## config.mk

```make
export PLATFORM = sky130hd
export DESIGN_NAME = sub_float16_seq
export DESIGN_NICKNAME = d
export VERILOG_FILES = /design/src/rtl/sub_float16_seq.sv
export SDC_FILE = /design/constraint.sdc
export NUM_CORES = 1
export LEC_CHECK = 0
export ABC_AREA = 0
export CAP_MARGIN = 20
export CORE_AREA = 2 2 159 161
export DETAILED_ROUTE_END_ITERATION = 16
export DIE_AREA = 0 0 161 163
export GPL_ROUTABILITY_DRIVEN = 0
export HOLD_SLACK_MARGIN = 0.08
export PLACE_DENSITY = 0.58
export SKIP_LAST_GASP = 1
export SLEW_MARGIN = 20
export SYNTH_ARGS = -nofsm -noshare
export SYNTH_HDL_FRONTEND = slang
export SYNTH_SLANG_ARGS = --single-unit
```

## constraint.sdc

```tcl
create_clock -name clk -period 8.5 [get_ports clk]
set_input_delay 0.85 -clock clk [delete_from_list [all_inputs] [get_ports clk]]
set_output_delay 0.85 -clock clk [all_outputs]
set_load 0.01 [all_outputs]
```

## src/rtl/sub_float16_seq.sv

```systemverilog
// Multi-cycle fp16 subtractor (data1 - data2) with iterative normalization.
// Simplified fp16: no denormals/NaN/Inf, saturate on overflow, flush on underflow.
module sub_float16_seq #(
  parameter int NORM_STEP = 1
) (
  input  logic        clk,
  input  logic        rst,
  input  logic        in_valid,
  output logic        in_ready,
  input  logic [15:0] data1,
  input  logic [15:0] data2,
  output logic        out_valid,
  input  logic        out_ready,
  output logic [15:0] result,
  output logic        ovf,
  output logic        unf
);

  typedef enum logic [2:0] {
    IDLE,
    ALIGN,
    NORM,
    ROUND,
    DONE
  } state_t;

  state_t      r_state;
  logic [15:0] r_a;
  logic [15:0] r_b;
  logic [15:0] r_max;
  logic [22:0] r_frac;
  logic [3:0]  r_cnt;
  logic        r_zmin;
  logic        r_cancel;
  logic        r_in_ready;
  logic        r_out_valid;
  logic [15:0] r_result;
  logic        r_ovf;
  logic        r_unf;

  logic        w_a_is_max;
  logic [15:0] w_max;
  logic [15:0] w_min;
  logic [4:0]  w_diff;
  logic [22:0] w_max_sig;
  logic [22:0] w_min_sig;
  logic [22:0] w_min_shf;
  logic [22:0] w_frac;

  // Operand ordering by magnitude; a tie keeps data1 as the larger one.
  assign w_a_is_max = (r_a[14:0] >= r_b[14:0]);
  assign w_max      = w_a_is_max ? r_a : r_b;
  assign w_min      = w_a_is_max ? r_b : r_a;
  assign w_diff     = w_max[14:10] - w_min[14:10];
  assign w_max_sig  = {2'b01, w_max[9:0], 11'b0};
  assign w_min_sig  = {2'b01, w_min[9:0], 11'b0};
  assign w_min_shf  = w_min_sig >> w_diff;
  assign w_frac     = (w_max[15] == w_min[15]) ? (w_max_sig + w_min_shf)
                                               : (w_max_sig - w_min_shf);

  logic [4:0] w_lz;
  logic [3:0] w_step;
  logic       w_norm_done;

  always_comb begin
    w_lz = 5'd22;
    for (int i = 0; i < 22; i++) begin
      if (r_frac[i]) w_lz = 5'(21 - i);
    end
  end

  assign w_step      = (w_lz < 5'(NORM_STEP)) ? w_lz[3:0] : 4'(NORM_STEP);
  assign w_norm_done = r_zmin | r_cancel | (r_frac[22:21] != 2'b00) | (r_cnt >= 4'd11);

  logic [11:0]       w_r;
  logic signed [6:0] w_e;
  logic [9:0]        w_mant;
  logic [15:0]       w_res;
  logic              w_ovf;
  logic              w_unf;

  // Cancellation takes priority over a zero minor operand so that x - x is always +0.
  always_comb begin
    w_r    = r_frac[22:11] + {11'b0, r_frac[10]};
    w_e    = $signed({2'b00, r_max[14:10]}) - $signed({3'b000, r_cnt})
           + $signed({6'b0, w_r[11]});
    w_mant = w_r[11] ? w_r[10:1] : w_r[9:0];
    w_ovf  = 1'b0;
    w_unf  = 1'b0;
    if (r_cancel) begin
      w_res = 16'h0000;
    end else if (r_zmin) begin
      w_res = r_max;
    end else if (w_e >= 7'sd31) begin
      w_res = {r_max[15], 5'b11110, 10'h3FF};
      w_ovf = 1'b1;
    end else if (w_e <= 7'sd0) begin
      w_res = {r_max[15], 15'b0};
      w_unf = 1'b1;
    end else begin
      w_res = {r_max[15], w_e[4:0], w_mant};
    end
  end

  always_ff @(posedge clk or posedge rst) begin
    if (rst) begin
      r_state     <= IDLE;
      r_a         <= 16'h0000;
      r_b         <= 16'h0000;
      r_max       <= 16'h0000;
      r_frac      <= 23'd0;
      r_cnt       <= 4'd0;
      r_zmin      <= 1'b0;
      r_cancel    <= 1'b0;
      r_in_ready  <= 1'b1;
      r_out_valid <= 1'b0;
      r_result    <= 16'h0000;
      r_ovf       <= 1'b0;
      r_unf       <= 1'b0;
    end else begin
      case (r_state)
        IDLE: begin
          if (in_valid && r_in_ready) begin
            r_a        <= data1;
            r_b        <= {~data2[15], data2[14:0]};
            r_in_ready <= 1'b0;
            r_state    <= ALIGN;
          end
        end
        ALIGN: begin
          r_max    <= w_max;
          r_frac   <= w_frac;
          r_cnt    <= 4'd0;
          r_zmin   <= (w_min[14:0] == 15'd0);
          r_cancel <= (w_max[15] != w_min[15]) && (w_max[14:0] == w_min[14:0]);
          r_state  <= NORM;
        end
        NORM: begin
          if (w_norm_done) begin
            r_state <= ROUND;
          end else begin
            r_frac <= r_frac << w_step;
            r_cnt  <= r_cnt + w_step;
          end
        end
        ROUND: begin
          r_result    <= w_res;
          r_ovf       <= w_ovf;
          r_unf       <= w_unf;
          r_out_valid <= 1'b1;
          r_state     <= DONE;
        end
        DONE: begin
          if (out_ready) begin
            r_out_valid <= 1'b0;
            r_in_ready  <= 1'b1;
            r_state     <= IDLE;
          end
        end
        default: begin
          r_state     <= IDLE;
          r_in_ready  <= 1'b1;
          r_out_valid <= 1'b0;
        end
      endcase
    end
  end

  assign in_ready  = r_in_ready;
  assign out_valid = r_out_valid;
  assign result    = r_result;
  assign ovf       = r_ovf;
  assign unf       = r_unf;

endmodule

```

# Yosys cells after proc, flatten, opt, wreduce, memory -nomap -nowiden

Cells that the tools add are included.

$add $sub $neg: 7
$lt $le $gt $ge: 5
Equality and inequality tests: 11
Shift operators: 2
Multiplexer cells: 51
Bitwise gates (word level): 6
Reduce and logical (&&, ||, !) cells: 13

Operator list:

| kind                                                              | number |
|---|---|
| 2-to-1 mux 5 bit                                                  | 21 |
| 2-to-1 mux 16 bit                                                 | 3 |
| 2-to-1 mux 23 bit                                                 | 2 |
| one-hot mux 23 bit (2 select lines)                               | 1 |
| 2-to-1 mux 15 bit                                                 | 3 |
| adder 22 x 23 -> 23 bit                                           | 1 |
| << shifter 23 x 4 -> 23 bit                                       | 1 |
| right shift 22 x 5 -> 23 bit                                      | 1 |
| subtractor 22 x 23 -> 23 bit                                      | 1 |
| equality test 15 bit                                              | 1 |
| greater-or-equal comparator 15 bit                                | 1 |
| logical NOT 15 bit                                                | 1 |
| one-hot mux 3 bit (5 select lines)                                | 1 |
| adder 12 x 1 -> 12 bit                                            | 1 |
| 2-to-1 mux 1 bit                                                  | 10 |
| 2-to-1 mux 10 bit                                                 | 1 |
| 2-to-1 mux 3 bit                                                  | 3 |
| 2-to-1 mux 4 bit                                                  | 2 |
| != test 2 bit, second input constant                              | 4 |
| one-hot mux 4 bit (2 select lines)                                | 1 |
| adder 6 x 2 -> 7 bit                                              | 1 |
| greater-or-equal comparator 7 x 6 -> 1 bit, second input constant | 1 |
| less-or-equal comparator 7 x 1 -> 1 bit, second input constant    | 1 |
| equality test 3 x 2 -> 1 bit, second input constant               | 2 |
| 19 further kinds                                                  | 30 |

Register bits after elaboration: 100
Input bits: 36
Output and inout bits: 20
Word-level logic and storage cells: 108

# Logic depth before layout (Yosys ltp)

Gate-level depths: netlist of run 1.

Depth in word-level cells: 27
Gate-level depth with buffers: 39
Gate-level depth less buffers: 32

# Worst setup path before layout of run 1

No wires, ideal clock.

Path type: reg-to-reg
From: reg r_b[13]
To: reg r_frac[21]
Setup time: 0.122 ns
Arrival: 6.559 ns
Required time: 8.378 ns
Setup slack: 1.819 ns
Cell stages (with the launch flop): 38
Path buffers: 6
Clock period less this slack: 6.681 ns
Cell sequence: dfrtp_1 > inv_1 > ha_1 > buf_2 > nand4_2 > nor4_4 > nor2_2 > nand3_2 > buf_4 > buf_2 > buf_1 > a21oi_1 > ha_1 > clkbuf_1 > clkbuf_1 > mux2i_1 > nand2_1 > a32oi_1 > [2 not listed] > a21o_1 > nor2_1 > o21ai_0 > inv_1 > fa_1 > a21oi_1 > o21bai_1 > a21oi_1 > o21bai_1 > a21oi_1 > nor2_1 > nor2_1 > o21ai_0 > a21oi_1 > nor3_1 > a221oi_1 > mux2i_1 > nand2_1

Word-level cells in the longest chain between the ends: 7
Elaborated cells between the ends (all ways): 10
Classes of those cells: 3 x add/sub; 1 x order compare; 1 x eq/ne; 1 x shift; 4 x mux

Ends and longest elaborated chain:

| item                                                                    | line   | source |
|---|---|---|
| start: declaration                                                      | 29     | `logic [15:0] r_b;` |
| start signal: assignment                                                | 125    | `r_b <= {~data2[15], data2[14:0]};` |
| greater-or-equal comparator 15 bit                                      | 51     | `assign w_a_is_max = (r_a[14:0] >= r_b[14:0]);` |
| 2-to-1 mux 16 bit (on tied branches)                                    | 52, 53 |  |
| subtractor 5 bit                                                        | 54     | `assign w_diff = w_max[14:10] - w_min[14:10];` |
| right shift 22 x 5 -> 23 bit                                            | 57     | `assign w_min_shf = w_min_sig >> w_diff;` |
| subtractor 22 x 23 -> 23 bit or adder 22 x 23 -> 23 bit (tied branches) | 59, 58 |  |
| 2-to-1 mux 23 bit (*)                                                   | 58     | `assign w_frac = (w_max[15] == w_min[15]) ? (w_max_sig + w_min_shf)` |
| one-hot mux 23 bit (2 select lines) (*)                                 | 121    | `case (r_state)` |
| end signal: assignment                                                  | 132    | `r_frac <= w_frac;` |
| end signal: assignment                                                  | 142    | `r_frac <= r_frac << w_step;` |
| end: declaration                                                        | 31     | `logic [22:0] r_frac;` |

Mark *: on every way between the ends. The rest lies on a longest branch, timed or not.
A chain may end at the register's enable or synchronous reset.

# Final worst setup path of run 1

From: reg r_a[10]
To: reg r_frac[21]

Word-level cells in the longest chain between the ends: 7
Elaborated cells between the ends (all ways): 10
Classes of those cells: 3 x add/sub; 1 x order compare; 1 x eq/ne; 1 x shift; 4 x mux

Ends and longest elaborated chain:

| item                                                                    | line   | source |
|---|---|---|
| start: declaration                                                      | 28     | `logic [15:0] r_a;` |
| start signal: assignment                                                | 124    | `r_a <= data1;` |
| greater-or-equal comparator 15 bit                                      | 51     |  |
| 2-to-1 mux 16 bit (on tied branches)                                    | 52, 53 |  |
| subtractor 5 bit                                                        | 54     |  |
| right shift 22 x 5 -> 23 bit                                            | 57     |  |
| subtractor 22 x 23 -> 23 bit or adder 22 x 23 -> 23 bit (tied branches) | 59, 58 |  |
| 2-to-1 mux 23 bit (*)                                                   | 58     |  |
| one-hot mux 23 bit (2 select lines) (*)                                 | 121    |  |

Marks and branches as above.

==> metrics list, run 1 <==
- The run finished with clean final reports.
- Buffers added to address setup during post-CTS repair amount to 0.
* Most common flop cell mapped by yosys: dfrtp_1
- Avg Cell Area, Syn: 8.10 sq um
* Netlist area before placement: 8450 sq um
* Cell with the most instances on the worst path: a21oi_1
- The critical path is of the flip-flop to flip-flop type.
- Ranking of synthesized cells by area: dfrtp_1 29%, ha_1 7.1%, nand2_1 7.1%
- Quantity of gates resized following cts: 0
- DPL Wire Length: 18,400 microns
- Maximum number of pins on one net before global-route repair: 64
- Worst r2r src: r_a[10]
* Number of clock sinks: 100
- After layout, the minimum clock period comes to 6.71 ns.
- Transition time of the tightest slew-check pin: 1.16 ns
- The worst hold path passes through 2 cells.
- FF-to-FF setup slack: 1.79 ns
- From left edge to right edge, the die measures 161 microns.
* Post-Route Utilization: 38.7%
- Ratio of cells with drive above 1 in the final layout: 8.92%
* Critical path endpoint category: flip-flop
* Layout overhead on the synthesized area: 13.0%
* Kind of start point of the critical path: flip-flop
- Data on the critical path arrives at its endpoint at 6.96 ns.
- Post-DRT Antenna Nets: 0
- The endpoint identified for the worst register-to-register timing path is r_frac[21].
- Total iterations of the first detailed-routing run: 5
- CTS tree: done
* NumNets Final: 1,147
* Worst relative slew slack: 21.7%
- The tree is rooted in a clkbuf_16.
- The final hold violation count is 0.
- Setup violators final: 0
* Post-route worst hold slack: 0.474 ns
- Number of DRC violations after detailed routing: 0
- RSZ-0062 raised after global routing: false
- Cell with the largest stage delay on the worst path: dfrtp_1
- Worst Skew: 0.0190 ns
* Flops & latches, synth: 100
- Fillcell total: 2,599
- The most common cell in the synthesized netlist is nand2_1.
- The total area inside the core boundary comes to 24,700 sq um.
- The worst hold path begins at result[11].
* End point of the worst hold path: result[11]
- Total track usage: 18.9%
- Boundary pin count: 56
* Vias per cell: 5.57
- Starting DRC count in detailed routing: 587
* CP max stage delay: 0.46 ns
- Summed over all layers, the global routing overflow is 0.
* Number of hold buffers added after cts: 0
* Initial standard-cell utilization of the core: 34.3%
- The number of antenna violations at the first check in global routing is 0.
- Setup WS pre-CTS: 1.84 ns
* Number of antenna diodes: 0
* Required time of the critical path: 8.74 ns
- Counting flops with a built-in enable in the synthesized netlist gives 0.
* Count of cells along the worst register-to-register path: 32
* Slack of the critical path: 1.79 ns
* Insertion delay to the later sink of the worst-skew pair: 0.37 ns
- The routed layout has 7,774 vias.
- The routed design has 24,200 microns of wire.
* Count of max-cap constraint violations: 0
* Total number of H-tree levels: 3
* Die height: 163 microns
* Maximum frequency from static timing analysis: 149 MHz
* Number of global-route vias before repair: 7,401
* Final worst path period share: 79.0%
- Async set-or-reset flop fraction in the synthesized netlist: 100%
- Final-report max-slew violation count: 0
* Yosys top cell area share: 29.3%
- For this run, the number of Yosys warnings is 0.
- The share of the Yosys chip area taken by registers is 29.6%.
- Syn Inst Count: 1,044
* Die Footprint: 26,200 sq um
- Port buffering added 55 buffers.
* Global-route wire length before repair: 39,800 microns
- Total Neg Setup Slack: 0 ns
* Clock slew seen by the registers of the worst setup and hold paths: 0.07 ns
- Of all nets on the critical path, the largest fanout is 37.
- Number of placement rows: 58
* Post-synth top area cell: dfrtp_1
* Synth unique cells: 86
* Clock Path Buffers: 2
- After synthesis, the most frequently instantiated cells are 159 x nand2_1, 99 x dfrtp_1, 79 x a21oi_1.
- The tightest min-delay check is of the flip-flop to flip-flop type.
* Per-cell routed wire length: 17.3 microns
* Total clock buffers created by CTS: 9
==> layout by cell type, fill, tap and decap left out, types with 5 or more instances in the layout <==
cell type	instances
a211oi_1	7
a21o_1	9
a21oi_1	78
a22o_1	5
a22oi_1	6
a31oi_1	12
and3_1	8
buf_4	14
clkbuf_16	9
clkdlybuf4s50_1	55
dfrtp_1	99
ha_1	48
inv_1	60
mux2_2	36
mux2i_1	31
nand2_1	159
nand2b_1	12
nand3_1	28
nand4_1	10
nor2_1	69
nor2b_1	19
nor3_1	28
nor4_1	13
o211ai_1	7
o21ai_0	56
o21bai_1	7
o22ai_1	7
o31ai_1	11
o41ai_1	17
or3_1	9
xnor2_1	16
xor2_1	14
==> metrics by stage <==
step / cell area [sq um] / instances
floorplan: 8460 / 1045
global placement: 9260 / 1378
detailed placement: 9260 / 1378
CTS: 9540 / 1394
global route: 9550 / 1395
finish: 9550 / 1395
==> worst max-delay path: cells and delay by family, from the launching register on <==
kind                     cells  cell delay, ns
AO/OA/AOI/OAI               12            2.12
adder cells (fa/ha/maj)      3            1.03
buffers and inverters        3            0.76
flip-flops                   1            0.46
multiplexers                 2            0.55
AND/OR/NAND/NOR             12            1.67
==> final cells by class <==
class                           instances  area (sq um)  share of cell area, %
Clock inverter                          4          33.8                  0.354
Timing Repair Buffer                   70           667                   6.98
Clock buffer                           12           246                   2.58
Sequential cell                       100          2500                   26.2
Inverter                               61           231                   2.42
Multi-Input combinational cell        818          5460                   57.1
Tap cell                              330           413                   4.32
==> flip-flops by register name, indices dropped and copies added, names as in the netlist, 3 cells and up <==
register	cells
r_b	16
result	16
r_a	16
r_max	16
r_state	3
r_cnt	4
r_frac	23
==> worst max-delay path by stage <==
| stage | startpoint | end | slack, ns | depth (start not counted) |
|---|---|---|---|---|
| floorplan | r_b[13] | r_frac[21] | 1.82 | 37 |
| global placement | r_a[10] | r_frac[21] | 2.03 | 32 |
| detailed placement | r_a[10] | r_frac[21] | 1.84 | 32 |
| CTS | r_a[10] | r_frac[21] | 1.81 | 32 |
| global route | r_b[10] | r_frac[21] | 1.00 | 34 |
| finish | r_a[10] | r_frac[21] | 1.79 | 32 |
==> metal layers <==
metal	global-route usage, %	share of wire (%)	vias up
li1	-	-	3784
met1	26.6	48	3669
met2	29.9	45	270
met3	2.67	5.1	51
met4	6.25	2.7	0
met5	0	0	-
==> cell families after synthesis <==
logic type / count (synthesis) / share of synthesized area, %
flip-flops: 100 / 29.6
AO/OA/AOI/OAI: 275 / 21.5
adder cells (fa/ha/maj): 51 / 7.82
AND/OR/NAND/NOR: 385 / 22.0
multiplexers: 72 / 9.67
XOR/XNOR: 32 / 3.40
buffers and inverters: 127 / 5.97
other: 2 / 0.0889
Power of run 1 is left out: the tool's default activity adds up to more than one toggle a clock period on the data nets, which glitch-free logic cannot reach.
==> inputs of run 2 (changes only) <==
--- a/config.mk
+++ b/config.mk
@@ -12,7 +12,7 @@
 export DIE_AREA = 0 0 161 163
 export GPL_ROUTABILITY_DRIVEN = 0
 export HOLD_SLACK_MARGIN = 0.08
-export PLACE_DENSITY = 0.58
+export PLACE_DENSITY = 0.6
 export SKIP_LAST_GASP = 1
 export SLEW_MARGIN = 20
 export SYNTH_ARGS = -nofsm -noshare
==> constraint.sdc (replaced) <==
create_clock -name clk -period 5.93 [get_ports clk]
set_input_delay 0.593 -clock clk [delete_from_list [all_inputs] [get_ports clk]]
set_output_delay 0.593 -clock clk [all_outputs]
set_load 0.01 [all_outputs]
==> metrics list, run 2 (synthesized netlist as in run 1, its figures left out) <==
- Core area: 24,700 sq um
* Insertion delay to the later sink of the worst-skew pair: 0.37 ns
- By startpoint and endpoint, the worst setup path is classified as flip-flop to flip-flop.
* Ratio of cells with drive above 1 in the final layout: 17.1%
- Counting cells, the worst reg-to-reg path comes to 24.
- Most used cells in the layout excluding fill and tap cells: 158 x nand2_1, 99 x dfrtp_1, 74 x a21oi_1
* Total iterations of the first detailed-routing run: 7
* Worst path arrival time: 5.89 ns
- Critical path endpoint category: flip-flop
- After detailed routing, the number of vias per cell comes to 5.55.
- Clock slew seen by the registers of the worst setup and hold paths: 0.08 ns
- End point of the worst hold path: result[11]
* Setup violators final: 0
- Max reg flops: 23
- Transition time of the tightest slew-check pin: 1.14 ns
- Number of global-route vias before repair: 7,591
- The tree is rooted in a clkbuf_16.
- Initial standard-cell utilization of the core: 34.3%
- Final worst path period share: 94.9%
* CTS tree: done
- The number of pins exceeding their max-slew limit in the final report is 0.
* Total clock buffers created by CTS: 9
- More flip-flops sit in one register than any other, and that register is r_frac.
- Required time of the critical path: 6.19 ns
* Number of antenna diodes: 0
* Boundary pin count: 56
- For this run, the post-layout net count is 1,208.
- The die covers 26,200 sq um.
- Hold Crit Start: result[11]
* Area used by multi-input combinational logic: 5680 sq um
- Number of placement rows: 58
- The final hold violation count was 0.
- Summing all non-filler instances in the final layout gives an area of 10,200 sq um.
- Setup crit start: r_b[8]
- Maximum frequency from static timing analysis: 178 MHz
- Entering global routing, the biggest net connects 53 pins.
- The count of buffers added on input and output ports is 55.
* Post-DRT Antenna Nets: 0
- Worst r2r src: r_b[8]
- Routed WL: 25,500 microns
- Leading cell type in the layout, fill and taps excluded: nand2_1
* Antenna violations before repair: 0
- Global-route wire length before repair: 41,100 microns
* Worst relative slew slack: 22.9%
* Layout overhead on the synthesized area: 21.3%
* Total number of H-tree levels: 3
* Total overflow reported by the global router: 0
- Number of DRC violations after detailed routing: 0
- Setup slack on the worst reg-to-reg path comes out at 0.30 ns.
- Setup repair after global routing could not meet its margin everywhere.
- Count of max-cap constraint violations: 0
* Die height: 163 microns
- In the global route stage, overall resource usage came out at 19.5%.
- The detailed router finished its first iteration with 681 violations.
* Capture instance of the worst register-to-register path: r_frac[18]
* Crit path max fanout: 11
- Worst Skew: 0.0130 ns
* Clock Path Buffers: 2
- Kind of start point of the critical path: flip-flop
- The floorplan step set the die width to 161 microns.
- The worst hold path belongs to the class flip-flop to flip-flop.
- DPL Wire Length: 19,600 microns
* Fillcell total: 2,533
* Period minus WS final: 5.63 ns
- Worst hold path cell count: 2
- In this run the cell area measured after placement is 9720 sq um.
* Flip-flop and latch area: 2500 sq um
- Number of clock sinks: 100
* Routed via count: 8,084
* Per-cell routed wire length: 17.5 microns
* Run status: complete, no violations
[run 2: cell types whose count changed in the layout (fill, tap and decap cells not counted), moves of 3 or more]
cell / previous run / this run
ha_1: 48 / 44
nor2_1: 69 / 65
a21oi_2: 1 / 5
o21ai_0: 56 / 53
mux2i_1: 31 / 22
buf_4: 14 / 73
a21oi_1: 78 / 74
mux2i_2: 0 / 7
nor2_2: 1 / 4
ha_4: 0 / 3
[run 2: layout make-up]
type                       count  area share (%)
sequential                   100            24.4
tap                          330            4.03
inverter                      61            2.26
multi-input combinational    818            55.4
clock buffer                   9            2.20
timing repair buffer         131            11.1
clock inverter                 7           0.562
[run 2: metrics by stage]
step / setup TNS [ns] / utilization, % / hold WS (ns) / setup slack, ns / std cells
finish: 0 / 41.5 / 0.476 / 0.300 / 1456
global route: -0.0721 / 41.5 / 0.495 / -0.0388 / 1456
detailed placement: 0 / 39.4 / 0.465 / 0.126 / 1434
CTS: 0 / 40.6 / 0.483 / 0.104 / 1450
floorplan: 0 / - / 0.447 / 0.00859 / 1045
global placement: 0 / 39.4 / 0.457 / 0.286 / 1434
[run 2: timing repair]
action / 4_1_cts / 5_1_grt
setup endpoints to repair: 0 / 9
setup buffers: 0 / 6
hold buffers: 0 / 0
gates resized for setup: 0 / 40
[run 2: per-layer routing]
layer | vias up | GRT usage, % | share of wire, %
met3 | 44 | 3.16 | 5.8
li1 | 3917 | - | -
met1 | 3830 | 26.2 | 45
met4 | 0 | 6.05 | 2.2
met5 | - | 0 | 0
met2 | 293 | 32.4 | 47
[run 2: worst max-delay path by stage]
stage	to	slack, ns	depth (start not counted)
floorplan	r_frac[21]	0.009	36
global placement	r_frac[21]	0.29	30
detailed placement	r_frac[21]	0.13	31
CTS	r_frac[21]	0.10	32
global route	r_frac[21]	-0.04	32
finish	r_frac[18]	0.30	24
[run 2: worst max-delay path, cell delays in order (launching register included)]
cell and delay, ns:
dfrtp_1 0.35, inv_1 0.11, ha_1 0.33, nand4_1 0.22, nor4_4 0.30, nor2_2 0.09
nand3_2 0.12, nor2_2 0.05, a21oi_2 0.17, ha_4 0.26, buf_6 0.17, buf_4 0.16
mux2i_2 0.15, mux4_2 0.50, or3_1 0.32, a21o_1 0.21, ha_1 0.32, inv_1 0.06
a221oi_2 0.23, nand2_1 0.17, nor4_4 0.31, o2111a_1 0.27, nor3_1 0.08, or4_1 0.47
o311ai_1 0.10
Power of run 2 is left out for the same reason.
==> inputs of run 3 (changes only) <==
--- a/config.mk
+++ b/config.mk
@@ -5,14 +5,13 @@
 export SDC_FILE = /design/constraint.sdc
 export NUM_CORES = 1
 export LEC_CHECK = 0
-export ABC_AREA = 0
 export CAP_MARGIN = 20
 export CORE_AREA = 2 2 159 161
 export DETAILED_ROUTE_END_ITERATION = 16
 export DIE_AREA = 0 0 161 163
 export GPL_ROUTABILITY_DRIVEN = 0
 export HOLD_SLACK_MARGIN = 0.08
-export PLACE_DENSITY = 0.6
+export PLACE_DENSITY = 0.59
 export SKIP_LAST_GASP = 1
 export SLEW_MARGIN = 20
 export SYNTH_ARGS = -nofsm -noshare
==> metrics list, run 3 (synthesized netlist as in run 1, its figures left out) <==
* Run status: complete, no violations
- Maximum frequency from static timing analysis: 178 MHz
- The worst setup path is launched from a flip-flop.
- The final hold violation count is 0.
* Count of max-cap constraint violations: 0
- PortBufs: 55
* Clock slew seen by the registers of the worst setup and hold paths: 0.08 ns
- Met2 Track Usage GR: 32.2%
* Core area: 24,700 sq um
- The cell that appears most often on the critical path is a21oi_2.
- TritonCTS built the clock tree.
- Maximum number of pins on one net before global-route repair: 64
- The number of pins exceeding their max-slew limit in the final report was 0.
* Required time of the critical path: 6.18 ns
- In this run the tightest slew margin relative to its limit is 41.1%.
- Die X-Extent: 161 microns
* Worst path arrival time: 5.87 ns
- Setup WS pre-CTS: 0.0438 ns
* Met3 Track Usage GR: 2.60%
- Once detail routing completed, the nets flagged for antenna violations numbered 0.
- For the pin with the worst max-slew slack, the measured transition is 0.874 ns.
- Layer carrying the most global-route usage: met2
- Largest Register: r_frac
- Met1 routing resource usage after global routing: 27.0%
* Number of placement rows: 58
* Ratio of cells with drive above 1 in the final layout: 18.0%
* Most used cells in the layout excluding fill and tap cells: 157 x nand2_1, 99 x dfrtp_1, 76 x buf_4
- Post-Route Utilization: 41.8%
- For this run, the slowest stage of the critical path takes 0.53 ns.
- After detailed routing, the number of remaining DRC violations is 0.
- Total overflow reported by the global router: 0
* Antenna violations before repair: 0
- Number of global-route vias before repair: 7,695
* Number of antenna diodes: 0
- TritonCTS created 9 clock buffers.
- DPL Wire Length: 19,900 microns
- The critical path in this run is classified as flip-flop to flip-flop.
- The first global-routing pass estimated 41,600 microns of wire.
- The slowest stage of the critical path belongs to the cell mux4_2.
- Setup slack on the critical path of the routed design comes to 0.315 ns.
* Clock Tree Root: clkbuf_16
* Routed via count: 8,162
* FF-to-FF setup slack: 0.31 ns
* Total iterations of the first detailed-routing run: 5
- Clock latency on the worst-skew pair, taken at its later pin, is 0.37 ns.
* Die height: 163 microns
- Crit path max fanout: 7
- The number of placed instances, taps included, is 1,435.
- Setup violations remaining at the end of the flow were counted as 0.
- For this run, the number of standard cells in the final layout without fillers is 1,460.
* Number of clock sinks: 100
- Die Footprint: 26,200 sq um
- Worst Skew: 0.0146 ns
* Vias per cell: 5.59
* Leading cell type in the layout, fill and taps excluded: nand2_1
- Global routing used 19.8% of the available tracks.
- Boundary pin count: 56
- Per-cell routed wire length: 17.8 microns
- Number of hold buffers added after cts: 0
- Critical path endpoint category: flip-flop
- Clock Path Buffers: 2
* Starting DRC count in detailed routing: 819
- The area growth from synthesis to layout is 22.1%.
- The H-tree generated during clock tree synthesis spans 3 levels.
* Final worst path period share: 94.7%
- After layout, the minimum clock period comes to 5.62 ns.
- Routed WL: 25,900 microns
* Min-Delay Path Class: flip-flop to flip-flop
- The register with the most flip-flops in the layout has 23 of them.
- Initial standard-cell utilization of the core: 34.3%
* NumNets Final: 1,212
run 3: area by class of cell:
type	count	area (sq um)
clock buffer	9	225
clock inverter	7	81.3
sequential	100	2500
fill	2518	14400
multi-input combinational	818	5700
tap	330	413
timing repair buffer	135	1170
inverter	61	231
run 3: repair_timing:
action                                  4_1_cts  5_1_grt
buffers inserted                              0        8
endpoints found under the setup margin        0        9
resized for setup                             0       49
run 3: worst paths after layout:
check | start | endpoint | depth (start not counted)
max in group asynchronous | rst | r_frac[3] | 3
max reg2reg | r_a[6] | r_frac[21] | 31
max | r_a[6] | r_frac[21] | 31
min in group asynchronous | rst | r_b[3] | 2
min | result[12] | result[12] | 2
min reg2reg | result[12] | result[12] | 2
run 3: critical path: cells and delay by family (launching register included):
kind	cells	cell delay (ns)
fa+ha+maj	4	1.06
mux	3	0.95
flops	1	0.40
buf+inv	4	0.48
compound gates	11	1.37
simple gates	9	1.24
run 3: metrics by stage:
stage               instance area (sq um)  TNS [ns]  hold WS [ns]
detailed placement                   9720         0         0.459
global route                        10300   -0.0858         0.508
CTS                                 10000         0         0.479
global placement                     9720         0         0.458
finish                              10300         0         0.473
floorplan                            8520         0         0.447
run 3: layer usage:
layer,vias to the layer above,wire [microns]
met3,59,1130
li1,3914,-
met2,246,12100
met1,3943,11900
met4,0,861
met5,-,0
Power of run 3 is left out for the same reason.
